**src/rtl/branch_pc_unit_pkg.sv**
```systemverilog
// Shared encodings and constants for the fetch-PC / branch-resolution slice.
// Latency: n/a (types and constants only).
// Backpressure: n/a.
//
// Contents: BR_* branch/jump class encodings, reset fetch address,
// PC increment, link offset and the conditional-branch target helper.
package branch_pc_unit_pkg;

    // Branch/jump class carried by the decoder into D.
    typedef enum logic [3:0] {
        BR_NONE = 4'd0,
        BR_BEQ  = 4'd1,
        BR_BNE  = 4'd2,
        BR_BLEZ = 4'd3,
        BR_BGTZ = 4'd4,
        BR_BLTZ = 4'd5,
        BR_BGEZ = 4'd6,
        BR_J    = 4'd7,
        BR_JAL  = 4'd8,
        BR_JR   = 4'd9,
        BR_JALR = 4'd10
    } br_op_e;

    localparam logic [31:0] RESET_PC_DEFAULT = 32'h0000_3000;
    localparam logic [31:0] PC_INC           = 32'd4;
    // Link skips the branch and its delay slot.
    localparam logic [31:0] LINK_OFS         = 32'd8;

    // PC-relative target: offset is relative to the delay-slot address.
    function automatic logic [31:0] rel_target(input logic [31:0] pc,
                                               input logic [15:0] imm16);
        return pc + PC_INC + {{14{imm16[15]}}, imm16, 2'b00};
    endfunction

endpackage

```
**src/rtl/branch_pc_unit_npc_calc.sv**
```systemverilog
// Next-fetch-address selection: resolves taken/target for the D-stage branch.
// Latency: purely combinational.
// Backpressure: none; stall handling lives in the parent registers.
//
// Ports: br_op/imm16/index26/rs_data and cmp_* flags from D; pc_f, pc_d,
// valid_d from the parent registers; outputs taken, next_pc.
module npc_calc
    import branch_pc_unit_pkg::*;
(
    input  logic [3:0]  br_op,
    input  logic [15:0] imm16,
    input  logic [25:0] index26,
    input  logic [31:0] rs_data,
    input  logic        cmp_eq,
    input  logic        cmp_blez,
    input  logic        cmp_bgez,
    input  logic        cmp_bgtz,
    input  logic        cmp_bltz,
    input  logic [31:0] pc_f,
    input  logic [31:0] pc_d,
    input  logic        valid_d,
    output logic        taken,
    output logic [31:0] next_pc
);

    logic        cond;
    logic [31:0] target;

    always_comb begin
        cond   = 1'b0;
        target = rel_target(pc_d, imm16);
        case (br_op)
            BR_BEQ:  cond = cmp_eq;
            BR_BNE:  cond = !cmp_eq;
            BR_BLEZ: cond = cmp_blez;
            BR_BGTZ: cond = cmp_bgtz;
            BR_BLTZ: cond = cmp_bltz;
            BR_BGEZ: cond = cmp_bgez;
            BR_J, BR_JAL: begin
                cond   = 1'b1;
                target = {pc_d[31:28], index26, 2'b00};
            end
            BR_JR, BR_JALR: begin
                cond   = 1'b1;
                // Register targets pass through unaligned on purpose.
                target = rs_data;
            end
            // BR_NONE and unused codes never redirect.
            default: cond = 1'b0;
        endcase
    end

    // The post-reset bubble in D carries stale decode; never let it redirect.
    assign taken   = valid_d & cond;
    assign next_pc = taken ? target : (pc_f + PC_INC);

endmodule

```
**src/rtl/branch_pc_unit.sv**
```systemverilog
// Fetch PC and F->D PC pipeline register with one-delay-slot branch redirect.
// Latency: taken branch in D at cycle n -> target in pc_f at n+1, in D at n+2.
// Backpressure: stall freezes pc_f/pc_d/valid_d; decision re-evaluated each stalled cycle.
//
// Ports: clk, reset (sync, active-high, highest priority), stall;
// D-stage br_op_d/imm16_d/index26_d/rs_data_d and cmp_* flags in;
// pc_f, pc_d, valid_d, taken_d (combinational), link_d out.
module branch_pc_unit
    import branch_pc_unit_pkg::*;
#(
    parameter logic [31:0] RESET_PC = RESET_PC_DEFAULT
) (
    input  logic        clk,
    input  logic        reset,
    input  logic        stall,
    input  logic [3:0]  br_op_d,
    input  logic [15:0] imm16_d,
    input  logic [25:0] index26_d,
    input  logic [31:0] rs_data_d,
    input  logic        cmp_eq,
    input  logic        cmp_blez,
    input  logic        cmp_bgez,
    input  logic        cmp_bgtz,
    input  logic        cmp_bltz,
    output logic [31:0] pc_f,
    output logic [31:0] pc_d,
    output logic        valid_d,
    output logic        taken_d,
    output logic [31:0] link_d
);

    logic [31:0] next_pc;

    npc_calc u_npc_calc (
        .br_op    (br_op_d),
        .imm16    (imm16_d),
        .index26  (index26_d),
        .rs_data  (rs_data_d),
        .cmp_eq   (cmp_eq),
        .cmp_blez (cmp_blez),
        .cmp_bgez (cmp_bgez),
        .cmp_bgtz (cmp_bgtz),
        .cmp_bltz (cmp_bltz),
        .pc_f     (pc_f),
        .pc_d     (pc_d),
        .valid_d  (valid_d),
        .taken    (taken_d),
        .next_pc  (next_pc)
    );

    // Reset discards any pending redirect; stall simply holds, so only the
    // decision present in the first unstalled cycle is ever committed.
    // The delay-slot instruction always advances into D: no flush path.
    always_ff @(posedge clk) begin
        if (reset) begin
            pc_f    <= RESET_PC;
            pc_d    <= 32'h0;
            valid_d <= 1'b0;
        end else if (!stall) begin
            pc_f    <= next_pc;
            pc_d    <= pc_f;
            valid_d <= 1'b1;
        end
    end

    assign link_d = pc_d + LINK_OFS;

endmodule

```
**config.mk**
```make
export PLATFORM = sky130hd
export DESIGN_NAME = branch_pc_unit
export DESIGN_NICKNAME = d
export VERILOG_FILES = /design/src/rtl/branch_pc_unit_pkg.sv /design/src/rtl/branch_pc_unit_npc_calc.sv /design/src/rtl/branch_pc_unit.sv
export SDC_FILE = /design/constraint.sdc
export NUM_CORES = 1
export LEC_CHECK = 0
export BUFFER_PORTS_ARGS = -buffer_cell sky130_fd_sc_hd__buf_4
export CORE_ASPECT_RATIO = 2
export CORE_MARGIN = 2
export CORE_UTILIZATION = 35
export DETAILED_ROUTE_END_ITERATION = 12
export GPL_TIMING_DRIVEN = 0
export MAX_ROUTING_LAYER = met4
export SETUP_SLACK_MARGIN = 0.02
export SLEW_MARGIN = 20
export SYNTH_ARGS = -nofsm -noshare
export SYNTH_HDL_FRONTEND = slang
export SYNTH_SLANG_ARGS = --single-unit
```
**constraint.sdc**
```tcl
create_clock -name clk -period 3.4 [get_ports clk]
set_input_delay 0 -clock clk [delete_from_list [all_inputs] [get_ports clk]]
set_output_delay 0 -clock clk [all_outputs]
set_load 0.01 [all_outputs]
```
* Yosys cells after proc, flatten, opt, wreduce, memory -nomap -nowiden
Cells that the tools add are included.
** Storage, ports and cells
- Flip-flop bits (word level) :: 65
- Input bits :: 86
- Output and inout port bits :: 98
- Word-level logic and storage cells :: 25
** Cells by class
- Add/subtract/negate cells :: 4
- Eq/ne operators :: 10
- Mux-type cells :: 3
- Bitwise logic cells :: 1
- Reductions and logical operators :: 4
** Operators by type and width (number)
- $add 32x3->32 const B :: 2
- $pmux 32 s2 :: 1
- $add 32x32->32 :: 1
- $add 32x4->32 const B :: 1
- $mux 32 :: 1
- $eq 4x3->1 const B :: 4
- $eq 4x4->1 const B :: 3
- $eq 4x2->1 const B :: 2
- $pmux 1 s7 :: 1
- $eq 4x1->1 const B :: 1
- $reduce_or 2->1 :: 2
- $reduce_or 4->1 :: 1
- $and 1x1->1 :: 1
- $logic_not 1->1 :: 1

* Longest topological paths before layout
- Word-level depth :: 5
- Depth in mapped cells :: 12

* Hierarchy
Synthesis repeated with hierarchy kept, for this count alone.
** Second synthesis, totals
- Cells, all modules :: 750
- Area total of the unflattened synthesis :: 6099.6 µm²
** Modules (own cells, without submodules)
- npc_calc :: instances 1, cells each 456, area an instance 3213.1 µm², seq. area each 0.0 µm²
- branch_pc_unit :: instances 1, cells each 294, area an instance 2886.5 µm², seq. area each 1301.2 µm²

* Least setup slack after synthesis
No wires, ideal clock.
- Path type :: flip-flop to flip-flop
- Start :: register pc_d[4]
- End :: register pc_f[28]
- Setup time :: 0.127 ns
- Arrival time :: 2.586 ns
- Required time :: 3.273 ns
- Setup slack :: 0.687 ns
- Stages on the path, launching flop included :: 10
- Path through :: dfxtp_1 ha_1 ha_1 a21o_1 and4_1 o2111ai_1 o2111ai_1 a221oi_1 a2111o_1 o211ai_1
** On the way
- Longest elaborated chain between the ends :: 4
** RTL lines
- start, declared :: RTL line branch_pc_unit.sv:26 : output logic [31:0] pc_d,
- start signal, assigned :: RTL line branch_pc_unit.sv:61 : pc_d <= pc_f;
- $add 32x3->32 :: RTL line branch_pc_unit_pkg.sv:32 : return pc + PC_INC + {{14{imm16[15]}}, imm16, 2'b00};
- $add 32x32->32 :: RTL line branch_pc_unit_pkg.sv:32
- $pmux 32 s2 :: RTL line branch_pc_unit_npc_calc.sv:32 : case (br_op)
- $mux 32 :: RTL line branch_pc_unit_npc_calc.sv:55 : assign next_pc = taken ? target : (pc_f + PC_INC);
- end signal, assigned :: RTL line branch_pc_unit.sv:60 : pc_f <= next_pc;
- end, declared :: RTL line branch_pc_unit.sv:25 : output logic [31:0] pc_f,
No other way between the ends.
A chain may end at the register's enable or synchronous reset.

* Worst setup path in the final report
- Start :: register pc_d[10]
- End :: register pc_f[31]
Same word-level chain as after synthesis.

==> flow_summary.ini <==
[clock_network]
cts_tree = built
cts_htree_levels = 3
clk_pin_slew_ps = 60
clk-insertion-delay-late_ps = 350
cts_made_buffers = 9
cts.root.buffer_cell = clkbuf_16
numClockSinks = 65
clk_path_buf_depth = 2

[pwr]
switchingPower_mw = 0.8655
p_seq_share_pct = 33.0
power.share.clock_pct = 40.8
ir_drop_mv = 0.3020
leakagePower_nw = 3.706
p_sw_share_pct = 32.98
p_per_area_nw_per_um2 = 322.9
total_power_mw = 2.624
p_comb_share_pct = 26.2
p_int_mw = 1.759

[yosys]
synth-edff-count = 0
async_reset_ff_share_pct = 0
synthFlopType = dfxtp_1
syn_area_um2 = 5982
syn-instance-count = 773
ys_ff_latch = 65
syn_nets = 919
ys_seq_area_share_pct = 21.75
yosysTopAreaCell = dfxtp_1
syn_area_per_cell_um2 = 7.739
yosys_warnings = 0
synth_top_cells_by_area = dfxtp_1, ha_1, mux2i_1
synth_cell_types = 66
synth_top_area_share_pct = 21.75

[placed_design]
gp_congestion = 0.9680
dpl.hpwl_um = 19710
port-buffer-count = 182

[critical_path]
crit_path_start_kind = flip-flop
cp_cell_sequence = ha_1, ha_1, o21ai_0, a2111oi_0, a21oi_2, a211oi_1, o31ai_1, and3_1, o31ai_1
crit_path_start = pc_d[10]
crit_slowest_cell = a2111oi_0
timing.rr.start = pc_d[10]
worst_path_largest_cell_delay_ps = 560
endpoint_kind = flip-flop
arrival_ps = 3490
cp.required_ps = 3670
reg2reg_depth = 9
path_class = reg -> reg
cp_max_fo = 8

[route]
drt-pass1-iter-count = 5
wire_per_inst_um = 20.94
drt_iter0_markers = 459
wl_um = 25010
postRouteAntennaNets = 0
vias = 7001
drcViolationCount = 0
viasPerCell = 5.863

[sta]
worst_pin_slew_ps = 1133
slew_headroom_pct = 24.19
skew_ps = 11.58
hold_slack_ps = -5.674
rsz0062_at_grt = false
hold_violations = 1
slew_viol_final = 0
max_freq_mhz = 310.5
period_share_pct = 94.72
finalSetupViolCount = 0
period_needed_ps = 3221

[finish]
syn_to_final_growth_pct = 35.85
final_core_util_pct = 48.47
layout_common_cells = buf_4, nor2_1, a21oi_1
fin_nets = 1127
final_common_cell = buf_4
drive_gt1_share_pct = 23.12

[floorplanning]
initial_utilization_pct = 35.68
core_um2 = 16770
die_w_um = 96.44
rows = 67
dieArea_um2 = 18220
pin_count = 184
dieHeight_um = 188.9

[run]
drv_cap = 0

[outcome]
violations = hold timing
status = finished, violations left

[global_routing]
grt_max_degree = 16
grt_use_total_pct = 27.89
antenna_found_initial = 1
gr-total-overflow = 0
grt_pass1_vias = 6738
grt_pass1_wl_um = 36980

[worst_hold_path]
holdPathStages = 3
hp-start = rs_data_d[10]
holdCritPathClass = in -> reg
==> area by class of cell <==
class | instances | area [um2]
fill | 1769 | 8640
multi-input combinational | 643 | 4466
clock buffer | 9 | 225.2
tap | 207 | 259.0
inverter | 22 | 82.58
sequential | 65 | 1301
buffer | 43 | 177.7
antenna | 1 | 2.502
clock inverter | 7 | 101.3
timing repair buffer | 197 | 1511
==> state kept, by name, indices dropped and copies added, names as in the netlist <==
name / cells
pc_f: 32
valid_d: 1
pc_d: 32
==> cell families after synthesis <==
kind of cell	synth area share, %
buffers and inverters	4.351
AO/OA/AOI/OAI	26.38
flip-flops	21.75
XOR/XNOR	5.856
multiplexers	6.610
AND/OR/NAND/NOR	22.38
adder cells (fa/ha/maj)	12.68
==> metal layers <==
layer	part of all wire, %	wire [um]	vias up	global-route usage [%]
met1	34	8616	3271	27.65
met2	55	13640	305	50.93
li1	-	-	3346	-
met4	5.4	1352	0	14.52
met5	0	0	-	-
met3	5.6	1400	79	3.741
==> cells in the mapped netlist (3+ instances only) <==
cell type  count
a22oi_1        9
o21bai_1       5
ha_1          59
a211oi_1       7
nand4_1       18
xor2_1        16
o22ai_1        3
a2111oi_0      9
a21boi_0       3
and2_1         6
or3_1          3
nor3_1        20
buf_4          3
nand2b_1       7
o21ai_0       32
a31oi_1       12
a21o_1        12
nor2_1        83
a221oi_1      20
o31ai_1        6
mux2_2         4
and3_1        17
or2_2          4
mux2i_1       35
nand2_1       54
a221o_1        6
nand3_1       34
a211o_1        3
o21a_1         7
buf_2          4
inv_1         21
dfxtp_1       65
a21oi_1       68
nor2b_1        3
o2111ai_1      4
buf_1          3
xnor2_1       24
o211ai_1       9
nor4_1         5
clkbuf_1      33
nand3b_1       3
==> repair_timing <==
action / in CTS / in global routing
endpoints found under the hold margin: 10 / 0
setup endpoints to repair: 4 / 11
gates resized for setup: 3 / 6
buffers inserted: 0 / 0
hold buffers: 14 / 0
==> stage by stage <==
step                area [um2]  setup slack (ps)  setup TNS [ps]  instances
global route              8127             30.28               0       1194
global placement          7607            -165.4          -328.4       1162
floorplan                 5982             687.5               0        773
finish                    8127             179.4               0       1194
CTS                       8104             1.817               0       1193
detailed placement        7625            -172.6          -196.4       1163
==> path summary, 6_finish.rpt <==
kind	to	slack, ps
worst min-delay path	pc_f[10]	-6
worst max-delay path	pc_f[31]	180
worst max register to register	pc_f[31]	180
worst min register to register	valid_d	510
==> worst max-delay path: cells and delay by family (launching register included) <==
kind,cells,cell delay [ps]
flip-flops,1,480
AND/OR/NAND/NOR,1,210
adder cells (fa/ha/maj),2,670
AO/OA/AOI/OAI,6,1780
==> power groups by stage <==
stage	Sequential [mW]	Combinational, mW	Clock [mW]
final	0.867	0.688	1.07
after detailed placement	0.883	0.666	0
after global placement	0.883	0.662	0
after floorplan	0.876	0.360	0
after CTS	0.866	0.683	1.07
after global routing	0.873	0.748	1.10
Power figures use the tool's default switching activity.
